File: config.mk
export PLATFORM = sky130hd
export DESIGN_NAME = pieo_enq_scheduler
export DESIGN_NICKNAME = d
export VERILOG_FILES = /design/src/rtl/pieo_sched_pkg.sv /design/src/rtl/pieo_rr_arbiter.sv /design/src/rtl/pieo_enq_scheduler.sv
export SDC_FILE = /design/constraint.sdc
export NUM_CORES = 1
export LEC_CHECK = 0
export ABC_CLOCK_PERIOD_IN_PS = 6300
export BUFFER_PORTS_ARGS = -buffer_cell sky130_fd_sc_hd__buf_2
export CAP_MARGIN = 20
export CORE_MARGIN = 4
export CORE_UTILIZATION = 50
export CTS_BUF_LIST = sky130_fd_sc_hd__clkbuf_16
export CTS_CLUSTER_SIZE = 10
export DETAILED_ROUTE_END_ITERATION = 12
export PLACE_DENSITY = 0.74
export SYNTH_ARGS = -nofsm -noshare
export SYNTH_HDL_FRONTEND = slang
export SYNTH_SLANG_ARGS = --single-unit
File: constraint.sdc
create_clock -name i_clk -period 6.3 [get_ports i_clk]
set_input_delay 0.315 -clock i_clk [delete_from_list [all_inputs] [get_ports i_clk]]
set_output_delay 0.315 -clock i_clk [all_outputs]
set_load 0.005 [all_outputs]
File: src/rtl/pieo_sched_pkg.sv
// Shared types and helpers for the PIEO enqueue/dequeue scheduling blocks.
package pieo_sched_pkg;

  localparam int ID_LOG_DEF   = 2;
  localparam int RANK_LOG_DEF = 1;
  localparam int TIME_LOG_DEF = 1;
  localparam int ELEM_W       = ID_LOG_DEF + RANK_LOG_DEF + TIME_LOG_DEF;

  typedef enum logic [1:0] {
    ST_IDLE  = 2'd0,
    ST_ISSUE = 2'd1,
    ST_GAP   = 2'd2
  } sched_state_t;

  // Round-robin successor of cur among n slots.
  function automatic int rr_wrap_inc(input int cur, input int n);
    return ((cur + 32'sd1) >= n) ? 32'sd0 : (cur + 32'sd1);
  endfunction

endpackage

File: src/rtl/pieo_rr_arbiter.sv
// Combinational round-robin pick: first request at or above i_ptr, wrapping.
module pieo_rr_arbiter
  import pieo_sched_pkg::*;
#(
  parameter int NUM_REQ = 3,
  parameter int ID_W    = 2
) (
  input  logic [NUM_REQ-1:0] i_req,
  input  logic [ID_W-1:0]    i_ptr,
  output logic [ID_W-1:0]    o_grant_id,
  output logic               o_grant_valid
);

  logic [2*NUM_REQ-1:0] w_dbl;
  logic [2*NUM_REQ-1:0] w_rot;
  logic [ID_W-1:0]      w_off;
  logic                 w_found;
  logic [ID_W:0]        w_sum;
  logic [ID_W:0]        w_wrap;

  assign w_dbl = {i_req, i_req};
  // Rotating the doubled vector puts the request at i_ptr in bit 0.
  assign w_rot = w_dbl >> i_ptr;

  // Lowest set bit of the rotated vector is the offset from the pointer.
  always_comb begin
    w_off   = '0;
    w_found = 1'b0;
    for (int k = NUM_REQ - 1; k >= 0; k--) begin
      w_off   = w_rot[k] ? ID_W'(k) : w_off;
      w_found = w_found | w_rot[k];
    end
  end

  // Pointer plus offset, folded back into the 0..NUM_REQ-1 range.
  always_comb begin
    w_sum  = {1'b0, i_ptr} + {1'b0, w_off};
    w_wrap = (w_sum >= (ID_W+1)'(NUM_REQ)) ? (w_sum - (ID_W+1)'(NUM_REQ)) : w_sum;
  end

  assign o_grant_id    = w_wrap[ID_W-1:0];
  assign o_grant_valid = w_found;

endmodule

File: src/rtl/pieo_enq_scheduler.sv
// Feeds one PIEO element per FIFO into the PIEO, round-robin among eligible
// FIFOs, and tracks which FIFOs currently have an element inside the PIEO.
module pieo_enq_scheduler
  import pieo_sched_pkg::*;
#(
  parameter int NUM_FIFO  = 3,
  parameter int ID_LOG    = 2,
  parameter int RANK_LOG  = 1,
  parameter int TIME_LOG  = 1,
  parameter int SEND_TIME = 1
) (
  input  logic                                i_clk,
  input  logic                                i_rst_n,
  input  logic [NUM_FIFO-1:0]                 i_fifo_nonempty,
  input  logic [NUM_FIFO*RANK_LOG-1:0]        i_fifo_priority,
  input  logic                                i_pieo_ready_for_enq,
  input  logic                                i_pieo_deq_valid,
  input  logic [ID_LOG-1:0]                   i_pieo_deq_fifo_id,
  output logic [ID_LOG+RANK_LOG+TIME_LOG-1:0] o_pieo_enq_element,
  output logic                                o_pieo_enq_trigger,
  output logic [NUM_FIFO-1:0]                 o_in_pieo,
  output logic                                o_deq_err
);

  localparam int EW = ID_LOG + RANK_LOG + TIME_LOG;

  sched_state_t          r_state;
  logic                  r_trig;
  logic [EW-1:0]         r_elem;
  logic [ID_LOG-1:0]     r_gid;
  logic [ID_LOG-1:0]     r_rr_ptr;
  logic [NUM_FIFO-1:0]   r_in_pieo;
  logic                  r_deq_err;

  sched_state_t          w_state_nxt;
  logic                  w_trig_nxt;
  logic [EW-1:0]         w_elem_nxt;
  logic [ID_LOG-1:0]     w_gid_nxt;
  logic [ID_LOG-1:0]     w_ptr_nxt;
  logic [NUM_FIFO-1:0]   w_elig;
  logic [ID_LOG-1:0]     w_grant_id;
  logic                  w_grant_valid;
  logic [RANK_LOG-1:0]   w_grant_prio;
  logic                  w_accept;
  logic [NUM_FIFO-1:0]   w_deq_sel;
  logic [NUM_FIFO-1:0]   w_deq_clr;
  logic [NUM_FIFO-1:0]   w_set;
  logic                  w_deq_hit;
  logic [NUM_FIFO-1:0]   w_in_pieo_nxt;

  assign w_elig = i_fifo_nonempty & ~r_in_pieo;

  pieo_rr_arbiter #(
    .NUM_REQ (NUM_FIFO),
    .ID_W    (ID_LOG)
  ) u_arb (
    .i_req         (w_elig),
    .i_ptr         (r_rr_ptr),
    .o_grant_id    (w_grant_id),
    .o_grant_valid (w_grant_valid)
  );

  // Rank of the winning FIFO, picked out of the flat priority bus.
  always_comb begin
    w_grant_prio = '0;
    for (int i = 0; i < NUM_FIFO; i++) begin
      w_grant_prio = w_grant_prio |
        (i_fifo_priority[i*RANK_LOG +: RANK_LOG] & {RANK_LOG{w_grant_id == ID_LOG'(i)}});
    end
  end

  assign w_accept = (r_state == ST_ISSUE) && r_trig && i_pieo_ready_for_enq;

  // Ids >= NUM_FIFO match no select bit, so they always land in deq_err.
  for (genvar i = 0; i < NUM_FIFO; i++) begin : g_bits
    assign w_deq_sel[i] = i_pieo_deq_valid && (i_pieo_deq_fifo_id == ID_LOG'(i));
    assign w_set[i]     = w_accept && (r_gid == ID_LOG'(i));
  end

  assign w_deq_clr     = w_deq_sel & r_in_pieo;
  assign w_deq_hit     = |w_deq_clr;
  // Set is applied after clear so an acceptance always wins for its own bit.
  assign w_in_pieo_nxt = (r_in_pieo & ~w_deq_clr) | w_set;

  // Enqueue FSM next-state and held-element logic.
  always_comb begin
    w_state_nxt = r_state;
    w_trig_nxt  = r_trig;
    w_elem_nxt  = r_elem;
    w_gid_nxt   = r_gid;
    w_ptr_nxt   = r_rr_ptr;
    case (r_state)
      ST_IDLE: begin
        if (w_grant_valid) begin
          w_state_nxt = ST_ISSUE;
          w_trig_nxt  = 1'b1;
          w_elem_nxt  = {TIME_LOG'(SEND_TIME), w_grant_prio, w_grant_id};
          w_gid_nxt   = w_grant_id;
        end else begin
          w_trig_nxt  = 1'b0;
        end
      end
      ST_ISSUE: begin
        // The grant is committed: element and rank stay frozen until accepted.
        if (i_pieo_ready_for_enq) begin
          w_state_nxt = ST_GAP;
          w_trig_nxt  = 1'b0;
          w_ptr_nxt   = ID_LOG'(rr_wrap_inc(int'(r_gid), NUM_FIFO));
        end else begin
          w_trig_nxt  = 1'b1;
        end
      end
      ST_GAP: begin
        w_state_nxt = ST_IDLE;
        w_trig_nxt  = 1'b0;
      end
      default: begin
        w_state_nxt = ST_IDLE;
        w_trig_nxt  = 1'b0;
      end
    endcase
  end

  // State, element, pointer and occupancy registers.
  always_ff @(posedge i_clk or negedge i_rst_n) begin
    if (!i_rst_n) begin
      r_state   <= ST_IDLE;
      r_trig    <= 1'b0;
      r_elem    <= '0;
      r_gid     <= '0;
      r_rr_ptr  <= '0;
      r_in_pieo <= '0;
      r_deq_err <= 1'b0;
    end else begin
      r_state   <= w_state_nxt;
      r_trig    <= w_trig_nxt;
      r_elem    <= w_elem_nxt;
      r_gid     <= w_gid_nxt;
      r_rr_ptr  <= w_ptr_nxt;
      r_in_pieo <= w_in_pieo_nxt;
      r_deq_err <= i_pieo_deq_valid && !w_deq_hit;
    end
  end

  assign o_pieo_enq_element = r_elem;
  assign o_pieo_enq_trigger = r_trig;
  assign o_in_pieo          = r_in_pieo;
  assign o_deq_err          = r_deq_err;

endmodule

==> results.md, run 1 <==
- Outcome: complete, no violations
- Die area: 2340 um2
- DRC Markers: 0
- WS Path Type: reg -> reg
- Critical Path AT: 3070 ps
- Layout cell share with drive strength beyond 1: 25.9%
- Ys async rst share: 100%
- Slew Viols, Final: 0
- Initial antenna violation count: 0
- Reg area: 325 um2
- Syn Inst Count: 89
- DR vias/cell: 5.62
- Filler Cell Count: 125
- FF-to-FF setup slack: 3390 ps
- Routed WL: 1.70 mm
- Min-delay src: i_pieo_deq_valid
- Diodes inserted: 0
- Largest cells by area after synthesis: dfrtp_1, nand2_1, o21ai_0
- Clk pin slew, worst setup/hold paths: 40 ps
- CP startpoint: r_rr_ptr[1]
- Die height: 48.4 um
- Ys flop type: dfrtp_1
- Post-CTS setup buffers: 0
- Post-layout minimum cycle time: 2910 ps
- RR Startpoint: r_rr_ptr[1]
- Skew-Pair Late Insertion Delay: 240 ps
- Worst hold path depth: 3
- CP endpoint kind: register
- Multi-input gate area: 454 um2
- Setup violations, final: 0
- CP required: 6470 ps
- Vias in the first global route: 714
- Initial DRC count: 17
- Syn Nets: 104
- Root buffer cell: clkbuf_16
- Synth Warn #: 0
- Mapped cell area: 815 um2
- Worst hold path type: in -> reg
- Fin util: 66.2%
- Mean Syn Cell Area: 9.15 um2
- Rel. slew slack: 74.6%
- Routed vias: 719
- Post-CTS sizing: 0
- Crit path max fanout: 8
- Post-synth cell types: 33
- Initial Util: 53.4%
- Fin crit share: 46.1%
- H-tree lvl count: 1
- Max VDD drop: 0.293 mV
- DRT Pass-1 Iters: 4
- Placed insts: 123
- Yosys top cell by area: dfrtp_1
- Leak pwr: 0.473 nW
- CORE AREA: 1520 um2
- Number of CTS-inserted buffers: 3
- Deepest clock path buffer count: 2
- DP Wirelength: 1.32 mm
- Synth top area share: 39.9%
- GR Overflow Total: 0
- TritonCTS clock tree: built
- Final setup TNS: 0 ps
- Die width: 48.4 um
- Reg2Reg Depth: 12
- Nets: 128
- First-pass GRT wire length: 3.21 mm
- Synth Register Bits: 13
- Actual slew at the worst max-slew pin: 381 ps
- Cell Count, Final, Fillers Out: 128
- Drt wl/cell: 13.3 um
- Number of I/O pins: 21
- Cts hold-fix bufs: 1
- Fmax: 344 MHz
- Gpl congestion: 0.789
- Most frequent cell after synthesis: dfrtp_1
- Sequential area share after synthesis: 39.9%
- Largest net degree at the start of global routing: 14
- Clock skew: 1.49 ps
- Row Count: 14
- RSZ-0062 raised after global routing: no
- Post-synth EDFFs: 0
- Port Buffers: 20
- Commonest cells post-synth: dfrtp_1, nand2_1, o21ai_0, nand2b_1
- Max Cap Viol: 0
- Power per Cell Area: 588 nW/um2
- Syn-to-layout area delta: 23.8%
- Final antenna-violating net count: 0
- Clock sink count: 13
- Worst Setup Start Kind: register
- GR Util All Layers: 16.6%
- Final hold vios: 0
-- per-layer routing --
metal | wire length [um] | track usage [%] | part of all wire, % | vias to the layer above
met2 | 843 | 28.5 | 50 | 15
met1 | 768 | 20.5 | 45 | 336
met3 | 58 | 2.15 | 3.4 | 3
li1 | - | - | - | 365
met5 | 0 | 0 | 0 | -
met4 | 27 | 6.91 | 1.6 | 0
-- kinds of logic after synthesis --
group	synth area share [%]
AO/OA/AOI/OAI	19.8
adder cells (fa/ha/maj)	5.53
buffers and inverters	4.30
flip-flops	39.9
multiplexers	3.99
AND/OR/NAND/NOR	26.4
-- state kept, by name, summed over array words and instances (netlist names) --
register	flops
o_in_pieo	3
o_deq_err	1
o_pieo_enq_trigger	1
o_pieo_enq_element	4
r_rr_ptr	2
r_state	2
-- per-stage QoR --
stage	cell area [um2]	hold slack (ps)	power, mW	worst slack, ps
after global routing	1010	346	0.660	3080
after floorplan	815	19.4	0.400	3500
after detailed placement	918	213	0.474	3400
final	1010	338	0.593	3390
after global placement	918	209	0.465	3430
after CTS	1010	333	0.598	3380
-- power breakdown --
part           leakage, nW  total [mW]  internal (mW)  switching, mW
Clock               0.0409       0.117         0.0841         0.0329
Combinational        0.274       0.318          0.152          0.166
Sequential           0.158       0.158          0.119         0.0394
Total                0.473       0.593          0.355          0.238
-- critical path: stages (launching register included) --
cell and delay [ps]:
dfrtp_1 450, inv_1 130, nor3_1 190, a311oi_1 70, a21oi_1 140, ha_1 160, inv_1 50, fa_1 560
inv_1 60, ha_1 190, nor2b_1 330, mux2_2 390, o21ai_1 110
-- layout make-up --
type	count	area share, %
flip-flops and latches	13	32.3
repair buffers	21	10.9
multi-input cells	69	45.0
well taps	16	1.99
clock buffers	3	7.44
inverters	5	1.86
clock inverters	1	0.496
-- path summary, 6_finish.rpt --
path / endpoint
max in group asynchronous: o_pieo_enq_element[2]
worst min-delay path: o_deq_err
worst max register to register: o_pieo_enq_element[0]
worst min register to register: o_pieo_enq_element[3]
min in group asynchronous: o_pieo_enq_trigger
worst max-delay path: o_pieo_enq_element[0]
-- cells in the final DEF, fill, tap and decap left out --
| cell | count |
|---|---|
| a21o_1 | 1 |
| a21oi_1 | 3 |
| a311o_1 | 1 |
| a311oi_1 | 2 |
| a31oi_1 | 2 |
| buf_2 | 20 |
| clkbuf_16 | 3 |
| clkinv_2 | 1 |
| dfrtp_1 | 13 |
| dlygate4sd3_1 | 1 |
| fa_1 | 1 |
| ha_1 | 2 |
| inv_1 | 5 |
| mux2_2 | 2 |
| mux2i_1 | 1 |
| nand2_1 | 11 |
| nand2b_1 | 6 |
| nand2b_4 | 2 |
| nand3_1 | 3 |
| nand3b_1 | 1 |
| nand4b_1 | 1 |
| nor2_1 | 5 |
| nor2b_1 | 3 |
| nor3_1 | 2 |
| nor3b_1 | 1 |
| o2111ai_1 | 1 |
| o211a_1 | 1 |
| o21ai_0 | 8 |
| o21ai_1 | 2 |
| o22ai_1 | 1 |
| o2bb2ai_1 | 1 |
| o31ai_1 | 2 |
| or2_4 | 1 |
| or2b_1 | 1 |
| or3_1 | 1 |
(Power assumes the default switching activity.)
==> inputs of run 2 (changes only) <==
ABC_AREA = 1   (was not set)
ABC_CLOCK_PERIOD_IN_PS = 2900   (was 6300)
clock period = 2.9 ns   (was 6.3 ns; I/O delays follow)
==> results.md, run 2 <==
- Outcome: complete, no violations
- Synth Area in Simple Gates: 35.2% (+8.8 points)
- Syn Nets: 116 (+12%)
- Die area: 2330 um2 (-0.52%)
- Reg2Reg Depth: 18 (+6)
- Skew-Pair Late Insertion Delay: 240 ps (about the same)
- Synth Register Bits: 13 (unchanged)
- Synth top area share: 40.2% (+0.25 points)
- Largest net degree at the start of global routing: 14 (unchanged)
- Commonest non-fill, non-tap cells in the layout: inv_1, buf_2, nand3_1
- Cell depth of the worst setup path: 18 (+6)
- Gpl congestion: 0.722 (-8.5%)
- Final Total Pwr: 1.39 mW (+130%)
- RR Startpoint: r_rr_ptr[0]
- DRC Markers: 0 (unchanged)
- Synth Area in Compound Gates: 9.27% (-11 points)
- Critical Path AT: 2820 ps (-250 ps)
- Drt wl/cell: 12.0 um (-9.2%)
- Routed vias: 722 (+0.42%)
- Yosys top cell by area: dfrtp_1
- Crit path max-delay family: adder cells
- Die width: 48.2 um (-0.26%)
- GR Overflow Total: 0 (unchanged)
- Multiplexer share of the synthesized area: 0% (-4.0 points)
- DP Wirelength: 1.32 mm (about the same)
- TritonCTS clock tree: built
- Fin crit share: 92.7% (+47 points)
- Post-synthesis xor/xnor area fraction: 0% (unchanged)
- Nets: 142 (+11%)
- Fmax: 372 MHz (+8.1%)
- Slowest-stage cell, CP: fa_1
- Worst hold path type: in -> reg
- Final setup TNS: 0 ps (unchanged)
- Ys async rst share: 100% (unchanged)
- Clock sink count: 13 (unchanged)
- Routed WL: 1.71 mm (+0.71%)
- Diodes inserted: 0 (unchanged)
- CP endpoint kind: register
- Crit path max fanout: 5 (-3)
- Number of I/O pins: 21 (unchanged)
- Initial DRC count: 10 (-7)
- H-tree lvl count: 1 (unchanged)
- Ys flop type: dfrtp_1
- CP required: 3030 ps (-3440 ps)
- Largest family of logic cells by synthesized area: simple AND/OR/NAND/NOR gates
- Final worst slack: 213 ps (-3180 ps)
- Worst r2r dst: o_pieo_enq_element[2]
- Die height: 48.2 um (-0.26%)
- RSZ-0062 raised after global routing: no
- CP startpoint: r_rr_ptr[0]
- DR vias/cell: 5.08 (-9.5%)
- Min-delay src: i_pieo_ready_for_enq
- Placed insts: 137 (+11%)
- Max incr delay on CP: 520 ps (-40 ps)
- Post-synth cell types: 23 (-30%)
- Deepest clock path buffer count: 2 (unchanged)
- Post-layout minimum cycle time: 2690 ps (-219 ps)
- Commonest cells post-synth: inv_1, nand3_1, nand2_1, dfrtp_1, o21ai_0
- Syn Inst Count: 101 (+13%)
- Largest cells by area after synthesis: dfrtp_1, nand3_1, inv_1
- Final hold vios: 0 (unchanged)
- Cell Count, Final, Fillers Out: 142 (+11%)
- Mapped cell area: 810 um2 (-0.61%)
- Sequential area share after synthesis: 40.2% (+0.25 points)
- Setup violations, final: 0 (unchanged)
- Cells along the critical path: inv_2, nand3_2, nand3_1, nand2_2, a21oi_1, ha_1, inv_1, fa_1, inv_1, ha_1, inv_1, nand3_1, nand2_1, nand2_1, nand3_1, nand2_1, nand3_1, nand2_1
- FF-to-FF setup slack: 210 ps (-3180 ps)
- Final antenna-violating net count: 0 (unchanged)
- Worst hold path depth: 2 (-1)
- Power per Cell Area: 1350 nW/um2 (+130%)
- Synth Warn #: 0 (unchanged)
- Row Count: 14 (unchanged)
- DRT Pass-1 Iters: 4 (unchanged)
- Post-CTS setup buffers: 0 (unchanged)
- CORE AREA: 1520 um2 (unchanged)
- Number of CTS-inserted buffers: 3 (unchanged)
- Worst Setup Start Kind: register
- WS Path Type: reg -> reg
- Hold path endpoint: o_pieo_enq_trigger
- Post-synthesis adder-cell area fraction: 5.56% (+0.034 points)
- Rel. slew slack: 75.4% (+0.82 points)
- Port Buffers: 20 (unchanged)
- Post-route cell area: 1030 um2 (+2.0%)
- Max VDD drop: 0.850 mV (+190%)
- Root buffer cell: clkbuf_16
- Bufs and invs on worst path: 4 (+1)
- Leak pwr: 0.553 nW (+17%)
- Slew Viols, Final: 0 (unchanged)
- Clock skew: 2.62 ps (+1.13 ps)
- Actual slew at the worst max-slew pin: 368 ps (-12.9 ps)
- First-pass GRT wire length: 2.77 mm (-14%)
- Number of flip-flops in the largest register: 4 (unchanged)
- Mean Syn Cell Area: 8.02 um2 (-12%)
- Placed cell area: 930 um2 (+1.2%)
- Post-synth EDFFs: 0 (unchanged)
- Worst slack at placement: 190 ps (-3210 ps)
- Clk pin slew, worst setup/hold paths: 50 ps (about the same)
- Initial Util: 53.1% (-0.33 points)
- GR Util All Layers: 17.3% (+0.74 points)
- Vias in the first global route: 709 (-0.70%)
- Initial antenna violation count: 0 (unchanged)
- Layout cell share with drive strength beyond 1: 28.6% (+2.7 points)
- Syn-to-layout area delta: 27.0%
- Max Cap Viol: 0 (unchanged)
[run 2: cell types whose count changed after synthesis, sizes merged, moves of 2 or more]
cell    before  now
inv          5   21
mux2         2    0
nor2b        3    0
nand2b       8    0
nor2         5    3
o21ai       10    4
nand3        3   24
nand2       11   21
nand4        0    2
a31oi        2    0
a311oi       2    0
[run 2: stage by stage]
step           hold slack, ps  utilization [%]
4_1_cts                   120             66.9
5_1_grt                   137             67.5
6_report                  122             67.5
2_1_floorplan            -151                -
3_5_place_dp             41.7             61.0
3_3_place_gp             36.1             61.0
[run 2: worst max path at each step]
stage	endpoint	slack, ps
global placement	o_pieo_enq_element[2]	270
detailed placement	o_pieo_enq_element[2]	190
CTS	o_pieo_enq_element[2]	170
floorplan	o_pieo_enq_element[2]	450
finish	o_pieo_enq_element[2]	210
global route	o_pieo_enq_element[2]	10
[run 2: area by class of cell]
type	count	area, um2
Timing Repair Buffer	21	110
Clock buffer	3	75.1
Inverter	21	78.8
Multi-Input combinational cell	67	414
Fill cell	117	495
Tap cell	16	20.0
Clock inverter	1	5.00
Sequential cell	13	325
[run 2: cell families (layout without fill, tap and decap cells)]
kind of cell,after synthesis,count (layout)
adder cells (fa/ha/maj),3,3
flip-flops,13,13
buffers and inverters,21,46
AND/OR/NAND/NOR,52,52
AO/OA/AOI/OAI,12,12
[run 2: per-layer routing]
metal	global-route usage [%]	part of all wire, %	wire [um]
met1	20.0	45	778
met2	31.3	49	836
met3	3.32	4.4	76
met4	6.45	1.1	18
met5	0	0	0
[run 2: where the power goes]
part | leakage [nW] | internal, mW | switching [mW]
Sequential | 0.160 | 0.253 | 0.0559
Combinational | 0.352 | 0.312 | 0.505
Clock | 0.0409 | 0.183 | 0.0770
Total | 0.553 | 0.748 | 0.638
[run 2: worst register-to-register path, delay by kind of cell (launching register included)]
family                     cells  cell delay, ps
DFF                            1             430
AOI/OAI and AO/OA              1             140
buffers and inverters          4             340
and+or+nand+nor               10             800
adders and majority gates      3             870
[run 2: timing repair]
item | CTS | global route
hold buffers | 1 | 0
endpoints found under the hold margin | 13 | 0
endpoints found under the setup margin | 0 | 1
gates resized for setup | 0 | 2
==> inputs of run 3 (changes only) <==
PLACE_DENSITY = 0.81   (was 0.74)
TNS_END_PERCENT = 10   (was not set)
==> results.md, run 3 (synthesized netlist as in run 2, its figures left out) <==
- Worst Setup Start Kind: register
- Number of CTS-inserted buffers: 3 (unchanged)
- Crit path max-delay family: adder cells
- Number of I/O pins: 21 (unchanged)
- Bufs and invs on worst path: 4 (unchanged)
- Fmax: 372 MHz (about the same)
- Initial Util: 53.1% (unchanged)
- Switch Pwr: 0.668 mW (+4.8%)
- Syn-to-layout area delta: 30.1%
- Power per Cell Area: 1400 nW/um2 (+3.6%)
- Initial antenna violation count: 0 (unchanged)
- Seq pwr share: 21.0% (-1.3 points)
- Post-route cell area: 1050 um2 (+2.4%)
- TritonCTS clock tree: built
- GR Util All Layers: 18.7% (+1.4 points)
- GR Overflow Total: 0 (unchanged)
- Die width: 48.2 um (unchanged)
- WS Path Type: reg -> reg
- Switch share: 45.4% (-0.59 points)
- Root buffer cell: clkbuf_16
- Diodes inserted: 0 (unchanged)
- Outcome: complete, no violations
- Placed cell area: 930 um2 (unchanged)
- Actual slew at the worst max-slew pin: 348 ps (-19.5 ps)
- Final hold vios: 0 (unchanged)
- CP required: 3080 ps (+50 ps)
- Min-delay src: i_pieo_ready_for_enq
- Skew-Pair Late Insertion Delay: 240 ps (about the same)
- Met3 Use GR: 3.32% (unchanged)
- DP Wirelength: 1.39 mm (+5.4%)
- Cell-internal power: 0.802 mW (+7.3%)
- Max VDD drop: 0.930 mV (+9.4%)
- Clock Power Share: 17.4% (-1.4 points)
- FF-to-FF setup slack: 220 ps (about the same)
- CP startpoint: r_rr_ptr[0]
- Final worst slack: 215 ps (+2.35 ps)
- Routed WL: 1.81 mm (+5.7%)
- H-tree lvl count: 1 (unchanged)
- Clk pin slew, worst setup/hold paths: 50 ps (about the same)
- Nets: 144 (+1.4%)
- Slowest-stage cell, CP: fa_1
- Max incr delay on CP: 540 ps (+20 ps)
- Comb power frac: 61.5% (+2.6 points)
- Worst slack at placement: 162 ps (-28.4 ps)
- Initial DRC count: 13 (+3)
- Commonest non-fill, non-tap cells in the layout: buf_2, inv_1, nand3_1
- CP endpoint kind: register
- DR vias/cell: 5.33 (+4.8%)
- Rel. slew slack: 76.7% (+1.3 points)
- Number of flip-flops in the largest register: 4 (unchanged)
- Max Cap Viol: 0 (unchanged)
- Fin Hold WS: 120 ps (-1.67 ps)
- RR Startpoint: r_rr_ptr[0]
- Post-layout minimum cycle time: 2680 ps (-2.35 ps)
- First-pass GRT wire length: 2.93 mm (+5.5%)
- Final Total Pwr: 1.47 mW (+6.1%)
- Worst hold path type: in -> reg
- Vias in the first global route: 731 (+3.1%)
- M1 GR Usage: 21.8% (+1.8 points)
- Crit path max fanout: 5 (unchanged)
- Clock sink count: 13 (unchanged)
- Gpl congestion: 0.830 (+15%)
- CORE AREA: 1520 um2 (unchanged)
- Die area: 2330 um2 (unchanged)
- Top Usage Layer GRT: met2
- Routed vias: 767 (+6.2%)
- Port Buffers: 20 (unchanged)
- Slew Viols, Final: 0 (unchanged)
- Largest net degree at the start of global routing: 14 (unchanged)
- Final setup TNS: 0 ps (unchanged)
- DRT Pass-1 Iters: 4 (unchanged)
- Clock skew: 3.37 ps (+0.749 ps)
- Met2 usage: 32.0% (+0.78 points)
- Leak pwr: 0.566 nW (+2.3%)
- Most common cell after layout, fill and taps aside: buf_2
- Drt wl/cell: 12.6 um (+4.3%)
- DRC Markers: 0 (unchanged)
- Deepest clock path buffer count: 2 (unchanged)
- Row Count: 14 (unchanged)
- Final antenna-violating net count: 0 (unchanged)
- Layout cell share with drive strength beyond 1: 32.8% (+4.2 points)
- Die height: 48.2 um (unchanged)
- Fin crit share: 92.6% (about the same)
- Cells along the critical path: inv_2, nand3_2, nand3_1, nand2_2, a21oi_2, ha_1, inv_1, fa_1, inv_1, ha_1, inv_1, nand3_2, a21oi_2, nand3_1, nand2_1, nand3_1, nand2_1
- Critical Path AT: 2860 ps (+40 ps)
- Setup violations, final: 0 (unchanged)
## run 3: changes by cell type in the layout (fill, tap and decap cells not counted)
cell     change
nand3_1      -1
a21oi_1      -1
nand3_2      +1
inv_1        -1
dfrtp_1      -1
dfrtp_2      +1
inv_2        +1
buf_4        +2
a21oi_2      +1
## run 3: layout make-up
| class | count | area (um2) |
|---|---|---|
| clock inverter | 1 | 5.00 |
| timing repair buffer | 23 | 125 |
| fill | 136 | 470 |
| inverter | 21 | 78.8 |
| tap | 16 | 20.0 |
| sequential | 13 | 327 |
| multi-input combinational | 67 | 423 |
| clock buffer | 3 | 75.1 |
## run 3: path summary, 6_finish.rpt
path                                          to  cells after the start
max                        o_pieo_enq_element[2]                     17
min                                   r_state[0]                      2
max reg2reg                o_pieo_enq_element[2]                     17
min reg2reg                o_pieo_enq_element[3]                      2
max in group asynchronous            r_rr_ptr[0]                      2
min in group asynchronous     o_pieo_enq_trigger                      2
## run 3: metrics by stage
| step | util [%] | instances |
|---|---|---|
| 2_1_floorplan | - | 101 |
| 3_3_place_gp | 61.0 | 137 |
| 3_5_place_dp | 61.0 | 137 |
| 4_1_cts | 66.9 | 142 |
| 5_1_grt | 69.1 | 144 |
| 6_report | 69.1 | 144 |
## run 3: power by group through the flow
stage / Combinational [mW] / Sequential, mW / Clock (mW)
2_1_floorplan: 0.601 / 0.307 / 0
3_3_place_gp: 0.745 / 0.306 / 0
3_5_place_dp: 0.792 / 0.308 / 0
4_1_cts: 0.803 / 0.306 / 0.257
5_1_grt: 1.02 / 0.322 / 0.270
6_report: 0.905 / 0.309 / 0.257
## run 3: repair_timing
| action | CTS | global route |
|---|---|---|
| buffers inserted | 0 | 2 |
| setup endpoints to repair | 0 | 1 |
| hold buffers | 1 | 0 |
| gates resized for setup | 0 | 6 |
| hold endpoints to repair | 13 | 0 |
## run 3: per-layer routing
layer	part of all wire, %	vias up
li1	-	387
met5	0	-
met1	42	368
met3	3.2	2
met2	54	10
met4	0.61	0
